--- config.mk ---
export PLATFORM = sky130hd
export DESIGN_NAME = serial_shift_ctrl
export DESIGN_NICKNAME = d
export VERILOG_FILES = /design/src/rtl/serial_pkg.sv /design/src/rtl/shift_register.sv /design/src/rtl/serial_shift_ctrl.sv
export SDC_FILE = /design/constraint.sdc
export NUM_CORES = 1
export LEC_CHECK = 0
export CORE_MARGIN = 2
export CORE_UTILIZATION = 49
export DETAILED_ROUTE_END_ITERATION = 12
export PLACE_DENSITY = 0.77
export SETUP_SLACK_MARGIN = 0.15
export SYNTH_ARGS = -nofsm -noshare
export SYNTH_HDL_FRONTEND = slang
export SYNTH_SLANG_ARGS = --single-unit
--- constraint.sdc ---
create_clock -name clk -period 2.1 [get_ports clk]
set_input_delay 0.315 -clock clk [delete_from_list [all_inputs] [get_ports clk]]
set_output_delay 0.315 -clock clk [all_outputs]
set_load 0.005 [all_outputs]
--- src/rtl/serial_pkg.sv ---
// Shared types and defaults for the serial shift controller.
package serial_pkg;

  typedef enum logic [1:0] {
    IDLE  = 2'd0,
    SHIFT = 2'd1,
    DONE  = 2'd2
  } state_t;

  localparam int DEFAULT_WIDTH      = 8;
  localparam int DEFAULT_BIT_CYCLES = 4;

endpackage

--- src/rtl/shift_register.sv ---
// WIDTH-stage right-shift register built from individual flops with synchronous clear.
// Per-stage priority: sync_reset > load > shift > hold. Stage WIDTH-1 shifts in 0.
module shift_register #(
  parameter int WIDTH = 8
) (
  input  logic             clk,
  input  logic             reset,
  input  logic             sync_reset,
  input  logic             load,
  input  logic             shift,
  input  logic [WIDTH-1:0] d,
  output logic [WIDTH-1:0] q
);

  // Zero-padded above the MSB so every stage can read its upper neighbour uniformly.
  logic [WIDTH:0] chain;
  assign chain = {1'b0, q};

  for (genvar gi = 0; gi < WIDTH; gi++) begin : g_stage
    logic bit_reg;

    always_ff @(posedge clk or posedge reset) begin
      if (reset) begin
        bit_reg <= 1'b0;
      end else if (sync_reset) begin
        bit_reg <= 1'b0;
      end else if (load) begin
        bit_reg <= d[gi];
      end else if (shift) begin
        bit_reg <= chain[gi+1];
      end
    end

    assign q[gi] = bit_reg;
  end

endmodule

--- src/rtl/serial_shift_ctrl.sv ---
// Parallel-to-serial controller: accepts a word over valid/ready and emits it LSB
// first, each bit held BIT_CYCLES clocks, followed by a one-cycle done pulse.
module serial_shift_ctrl
  import serial_pkg::*;
#(
  parameter int WIDTH      = DEFAULT_WIDTH,
  parameter int BIT_CYCLES = DEFAULT_BIT_CYCLES
) (
  input  logic             clk,
  input  logic             reset,
  input  logic             clear,
  input  logic             in_valid,
  input  logic [WIDTH-1:0] in_data,
  output logic             in_ready,
  output logic             ser_out,
  output logic             ser_valid,
  output logic             busy,
  output logic             done
);

  localparam int BIT_W  = $clog2(WIDTH);
  localparam int TICK_W = (BIT_CYCLES > 1) ? $clog2(BIT_CYCLES) : 1;
  localparam logic [BIT_W-1:0]  BIT_LAST  = BIT_W'(WIDTH - 1);
  localparam logic [TICK_W-1:0] TICK_LAST = TICK_W'(BIT_CYCLES - 1);

  state_t              state_reg, state_next;
  logic [BIT_W-1:0]    bit_cnt_reg, bit_cnt_next;
  logic [TICK_W-1:0]   tick_cnt_reg, tick_cnt_next;
  logic [WIDTH-1:0]    sr_q;
  logic                sr_load, sr_shift, sr_clear;
  logic                tick_term, bit_last;

  assign tick_term = (tick_cnt_reg == TICK_LAST);
  assign bit_last  = (bit_cnt_reg == BIT_LAST);

  shift_register #(
    .WIDTH(WIDTH)
  ) u_sr (
    .clk       (clk),
    .reset     (reset),
    .sync_reset(sr_clear),
    .load      (sr_load),
    .shift     (sr_shift),
    .d         (in_data),
    .q         (sr_q)
  );

  always_ff @(posedge clk or posedge reset) begin
    if (reset) begin
      state_reg    <= IDLE;
      bit_cnt_reg  <= '0;
      tick_cnt_reg <= '0;
    end else begin
      state_reg    <= state_next;
      bit_cnt_reg  <= bit_cnt_next;
      tick_cnt_reg <= tick_cnt_next;
    end
  end

  // clear overrides everything, including a pending SHIFT->DONE, so an aborted word never reports done.
  always_comb begin
    state_next    = state_reg;
    bit_cnt_next  = bit_cnt_reg;
    tick_cnt_next = tick_cnt_reg;
    sr_load       = 1'b0;
    sr_shift      = 1'b0;
    sr_clear      = 1'b0;
    if (clear) begin
      state_next    = IDLE;
      sr_clear      = 1'b1;
      bit_cnt_next  = '0;
      tick_cnt_next = '0;
    end else begin
      case (state_reg)
        IDLE: begin
          if (in_valid) begin
            sr_load       = 1'b1;
            bit_cnt_next  = '0;
            tick_cnt_next = '0;
            state_next    = SHIFT;
          end
        end
        SHIFT: begin
          if (tick_term) begin
            sr_shift      = 1'b1;
            tick_cnt_next = '0;
            if (bit_last) begin
              bit_cnt_next = '0;
              state_next   = DONE;
            end else begin
              bit_cnt_next = bit_cnt_reg + BIT_W'(1);
            end
          end else begin
            tick_cnt_next = tick_cnt_reg + TICK_W'(1);
          end
        end
        DONE:    state_next = IDLE;
        default: state_next = IDLE;
      endcase
    end
  end

  assign in_ready  = (state_reg == IDLE) && !clear;
  assign ser_valid = (state_reg == SHIFT);
  assign ser_out   = ser_valid & sr_q[0];
  assign busy      = (state_reg == SHIFT) || (state_reg == DONE);
  assign done      = (state_reg == DONE);

endmodule

After elaboration in Yosys (flattened, before gate mapping). Index checks and enable logic that the tools add are counted.

Input bits: 12. Register bits after elaboration: 15. Logic and storage cells: 75. Output and inout bits: 5.

Multiplexer cells: 45. Eq/ne operators: 7. Reductions and logical operators: 9. Bitwise logic cells: 1. Add/sub/neg operators: 2.

Operators by type and width (count): $mux W1 (31); $mux W2 (7); $mux W3 (4); $pmux W2 S2 (2); $ne A3 B2 Y1 const B (2); $pmux W3 S2 (1); $reduce_and A3 Y1 (2); $reduce_bool A3 Y1 (2); $eq A2 B2 Y1 const B (2); $add A3 B1 Y3 const B (1); $eq A3 B3 Y1 const B (1); $ne A3 B3 Y1 const B (1); $add A2 B1 Y2 const B (1); $eq A2 B1 Y1 const B (1); $logic_not A2 Y1 (1); $reduce_and A2 Y1 (1); $and A1 B1 Y1 (1); $logic_and A1 B1 Y1 (1); $logic_not A1 Y1 (1); $logic_or A1 B1 Y1 (1).

Logic depth before layout (Yosys ltp).
Depth after elaboration: 7. Mapped depth: 7. Gate-level depth less buffers: 5.

Hierarchy. From an unflattened synthesis, not the netlist that was laid out.

Cells, all modules: 93. Area total of the unflattened synthesis: 939.7 um^2.

Modules (own cells, without submodules): shift_register (seq. area each 200.2 um^2, instances 1, cells an instance 44, area an instance 473.0 um^2); serial_shift_ctrl (seq. area each 175.2 um^2, instances 1, cells an instance 49, area an instance 466.7 um^2).

Least setup slack after synthesis. Ideal clock, no wire load.

Kind: flip-flop to flip-flop. Start: register state_reg[1]. End: register u_sr.g_stage[1].bit_reg. Library setup time: 126 ps. Period minus slack after synthesis: 1850 ps. Slack: 250 ps. Path buffers: 2. Cell stages (with the launch flop): 8. Arrival: 1724 ps. Data required time: 1974 ps. Cell sequence: dfrtp_1 > clkbuf_1 > inv_1 > ha_1 > and2_4 > and2b_1 > buf_6 > a221o_1.

Elaborated cells between the ends (all ways): 9. Those cells by class: eq/ne (1); mux (6); reduce/logical (2).

RTL lines: start, declared (line serial_shift_ctrl.sv:26) `state_t state_reg, state_next;`; start signal, assigned (line serial_shift_ctrl.sv:54) `state_reg <= state_next;`; $eq A2 B1 Y1; named net ser_valid (line serial_shift_ctrl.sv:16) `output logic ser_valid,`; $mux W1 (line serial_shift_ctrl.sv:74) `case (state_reg)`; $mux W1 (line serial_shift_ctrl.sv:68) `if (clear) begin`; $reduce_bool A3 Y1 (no source line); end signal, assigned (line shift_register.sv:28) `bit_reg <= d[gi];`; end signal, assigned (line shift_register.sv:30) `bit_reg <= chain[gi+1];`; end, declared (line shift_register.sv:20) `logic bit_reg;`.

The timed path passes the listed nets, and every way through them passes these cells. A chain may end at the register's enable or synchronous reset.

Worst setup path after layout.
Start: register state_reg[1]. End: output port busy.

Word-level cells in the longest chain between the ends: 2. Elaborated cells between the ends (all ways): 3. Those cells by class: eq/ne (2); reduce/logical (1).

RTL lines: $eq A2 B1 Y1 / $eq A2 B2 Y1 (equally long branches) (line serial_shift_ctrl.sv:106) `assign busy = (state_reg == SHIFT) || (state_reg == DONE);`; $logic_or A1 B1 Y1 (*) (line serial_shift_ctrl.sv:106); end, declared (line serial_shift_ctrl.sv:17) `output logic busy,`.

Every way passes the cells marked *; elsewhere a longest branch is shown, timed or not.

==> impl_metrics.env <==
export IMPL_leakage_nw=0.583
export IMPL_final_area_um2=1130
export IMPL_hold_viol_final=0
export IMPL_num_fill_cells=110
export IMPL_dr_total_vias=729
export IMPL_power_switching_mw=0.170
export IMPL_final_common_cell="dfrtp_1"
export IMPL_antenna_cells=0
export IMPL_nNetsFinal=123
export IMPL_first_global_vias=689
export IMPL_timing_setup_tns_ns=0
export IMPL_synth_top_area_share_pct=44.8
export IMPL_power_share_sequential_pct=50.4
export IMPL_place_area_um2=1010
export IMPL_synth_area_leaders="dfrtp_1 (45%), ha_1 (9.0%), a221o_1 (8.4%)"
export IMPL_gr_total_overflow=0
export IMPL_clkTransAtPathRegs_ns=0.10
export IMPL_dr_pass1_iters=4
export IMPL_maxCapViolCount=0
export IMPL_tritoncts="yes"
export IMPL_ir_worst_vdd_mv=0.428
export IMPL_grt_use_met2_pct=34.0
export IMPL_finalSetupViolations=0
export IMPL_syn_to_final_growth_pct=34.9
export IMPL_pre_cts_ws_ns=0.269
export IMPL_outcome="completed"
export IMPL_clockBufferDepth=2
export IMPL_gp_congestion=0.803
export IMPL_crit_type="register to primary output"
export IMPL_cp_max_fo=3
export IMPL_slew_viol_final=0
export IMPL_rows=14
export IMPL_worst_pin_slew_ns=0.575
export IMPL_grt_usage_pct=21.5
export IMPL_rsz0062_at_grt="true"
export IMPL_postRouteAntennaNets=0
export IMPL_h_tree_depth=1
export IMPL_drc_errors=0
export IMPL_start_kind="register"
export IMPL_p_per_area_nw_per_um2=549
export IMPL_coreArea_um2=1560
export IMPL_global_route_usage_met3_pct=7.20
export IMPL_antenna_found_initial=0
export IMPL_seq_area_um2=375
export IMPL_dieHeight_um=45.4
export IMPL_synth_seq_cells=15
export IMPL_wire_per_inst_um=16.0
export IMPL_relSlewSlack_pct=61.6
export IMPL_required_ns=1.78
export IMPL_syn_inst=79
export IMPL_final_cell_mix="dfrtp_1 (15), clkdlybuf4s50_1 (14), buf_4 (9)"
export IMPL_cts_buffers=3
export IMPL_yosysUniqueCellTypes=28
export IMPL_end_kind="primary output"
export IMPL_portBuffers=16
export IMPL_ios=17
export IMPL_layout_setup_ws_ns=0.151
export IMPL_finalHoldWorstSlack_ns=0.368
export IMPL_clock_skew_ns=0.00516
export IMPL_clockPowerShare_pct=27.4
export IMPL_internal_power_mw=0.451
export IMPL_cts_root_buf="clkbuf_4"
export IMPL_grt_first_pass_wirelength_um=3030
export IMPL_placedCellCount=109
export IMPL_die_area_um2=2060
export IMPL_wirelength_um=1920
export IMPL_grt_max_degree=16
export IMPL_synth_seq_area_share_pct=44.8
export IMPL_yosys_area_top_type="dfrtp_1"
export IMPL_syn_avg_cell_area_um2=10.6
export IMPL_syn_cell_area_um2=838
export IMPL_fin_crit_ns=1.95
export IMPL_drive_gt1_share_pct=20.2
export IMPL_die_w_um=45.4
export IMPL_switching_share_pct=27.4
export IMPL_start_util_pct=53.8
export IMPL_multiInputGateArea_um2=440
export IMPL_yosysWarningCount=0
export IMPL_dr_first_iter_drc_count=22
export IMPL_clk_insertion_delay_late_ns=0.29
export IMPL_grt_util_met1_pct=25.9
export IMPL_fmax_mhz=513
export IMPL_hold_buffers=0
export IMPL_crit_arrival_ns=1.63
export IMPL_clock_sinks=15
export IMPL_largest_reg_flops=8
export IMPL_grt_most_used_layer="met2"
export IMPL_syn_num_nets=97
export IMPL_pwr_share_comb_pct=22.1
export IMPL_hold_class="primary input to async pin"
export IMPL_viasPerCell=6.08
export IMPL_dp_hpwl_um=1220
export IMPL_layout_cells_non_filler=120
export IMPL_period_share_pct=92.8
-- final timing paths --
check / slack [ns] / cells after the start / endpoint / startpoint
setup / recovery: 0.15 / 4 / busy / state_reg[1]
hold reg to reg: 0.52 / 1 / u_sr.g_stage[1].bit_reg / u_sr.g_stage[1].bit_reg
min in group clk: 0.52 / 1 / u_sr.g_stage[1].bit_reg / u_sr.g_stage[1].bit_reg
max in group asynchronous: 1.35 / 2 / tick_cnt_reg[1] / reset
setup reg to reg: 0.38 / 6 / u_sr.g_stage[0].bit_reg / state_reg[1]
hold / removal: 0.37 / 2 / u_sr.g_stage[2].bit_reg / reset
-- timing repair --
item / in CTS / in global routing
pin swaps: 0 / 1
buffers inserted: 2 / 5
gates resized for setup: 7 / 2
endpoints found under the setup margin: 3 / 2
-- synth_stat cells --
cell and number:
a211oi_1 1, a21bo_2 1, a21oi_1 7, a221o_1 7, a22o_1 1, a31oi_1 1
and2_1 2, and2_4 1, and2b_1 1, and3_1 7, and3b_1 1, buf_2 1
buf_6 2, clkbuf_1 2, dfrtp_1 15, ha_1 6, inv_1 4, nand2_1 1
nand2b_1 1, nand4_1 3, nor2_1 1, nor2b_1 3, nor3_1 1, nor3b_1 1
o21ai_0 2, o31ai_1 3, or2b_1 1, or4_1 2
-- worst max-delay path, stage by stage (launching register included) --
cell,delay (ns)
dfrtp_1,0.39
inv_2,0.08
buf_12,0.13
ha_4,0.26
clkdlybuf4s50_1,0.49
-- per-layer routing --
metal  vias to the layer above  share of wire (%)
met5                         -                  0
met4                         0                2.8
met3                         8                4.6
met2                        23                 49
met1                       350                 43
li1                        348                  -
-- cell families after synthesis --
group	synth area share, %
adder cells (fa/ha/maj)	8.95
buffers and inverters	5.97
AND/OR/NAND/NOR	20.0
flip-flops	44.8
AO/OA/AOI/OAI	20.3
-- layout make-up --
cell class / instances / area share, %
clock inverters: 1 / 0.442
multi-input cells: 55 / 38.9
flip-flops and latches: 15 / 33.2
well taps: 16 / 1.77
inverters: 4 / 1.33
clock buffers: 3 / 1.99
repair buffers: 26 / 22.3
-- per-stage QoR --
step           total power [mW]  utilization [%]
6_report                  0.621             72.6
5_1_grt                   0.653             72.6
3_3_place_gp              0.430             64.5
3_5_place_dp              0.432             64.5
2_1_floorplan             0.387                -
4_1_cts                   0.613             69.0
-- power groups by stage --
stage / logic, mW / registers, mW / clock network, mW
after CTS: 0.128 / 0.313 / 0.172
after global routing: 0.152 / 0.315 / 0.187
after detailed placement: 0.114 / 0.319 / 0
final: 0.138 / 0.313 / 0.170
after floorplan: 0.0707 / 0.316 / 0
after global placement: 0.112 / 0.319 / 0
(Power assumes the default switching activity.)
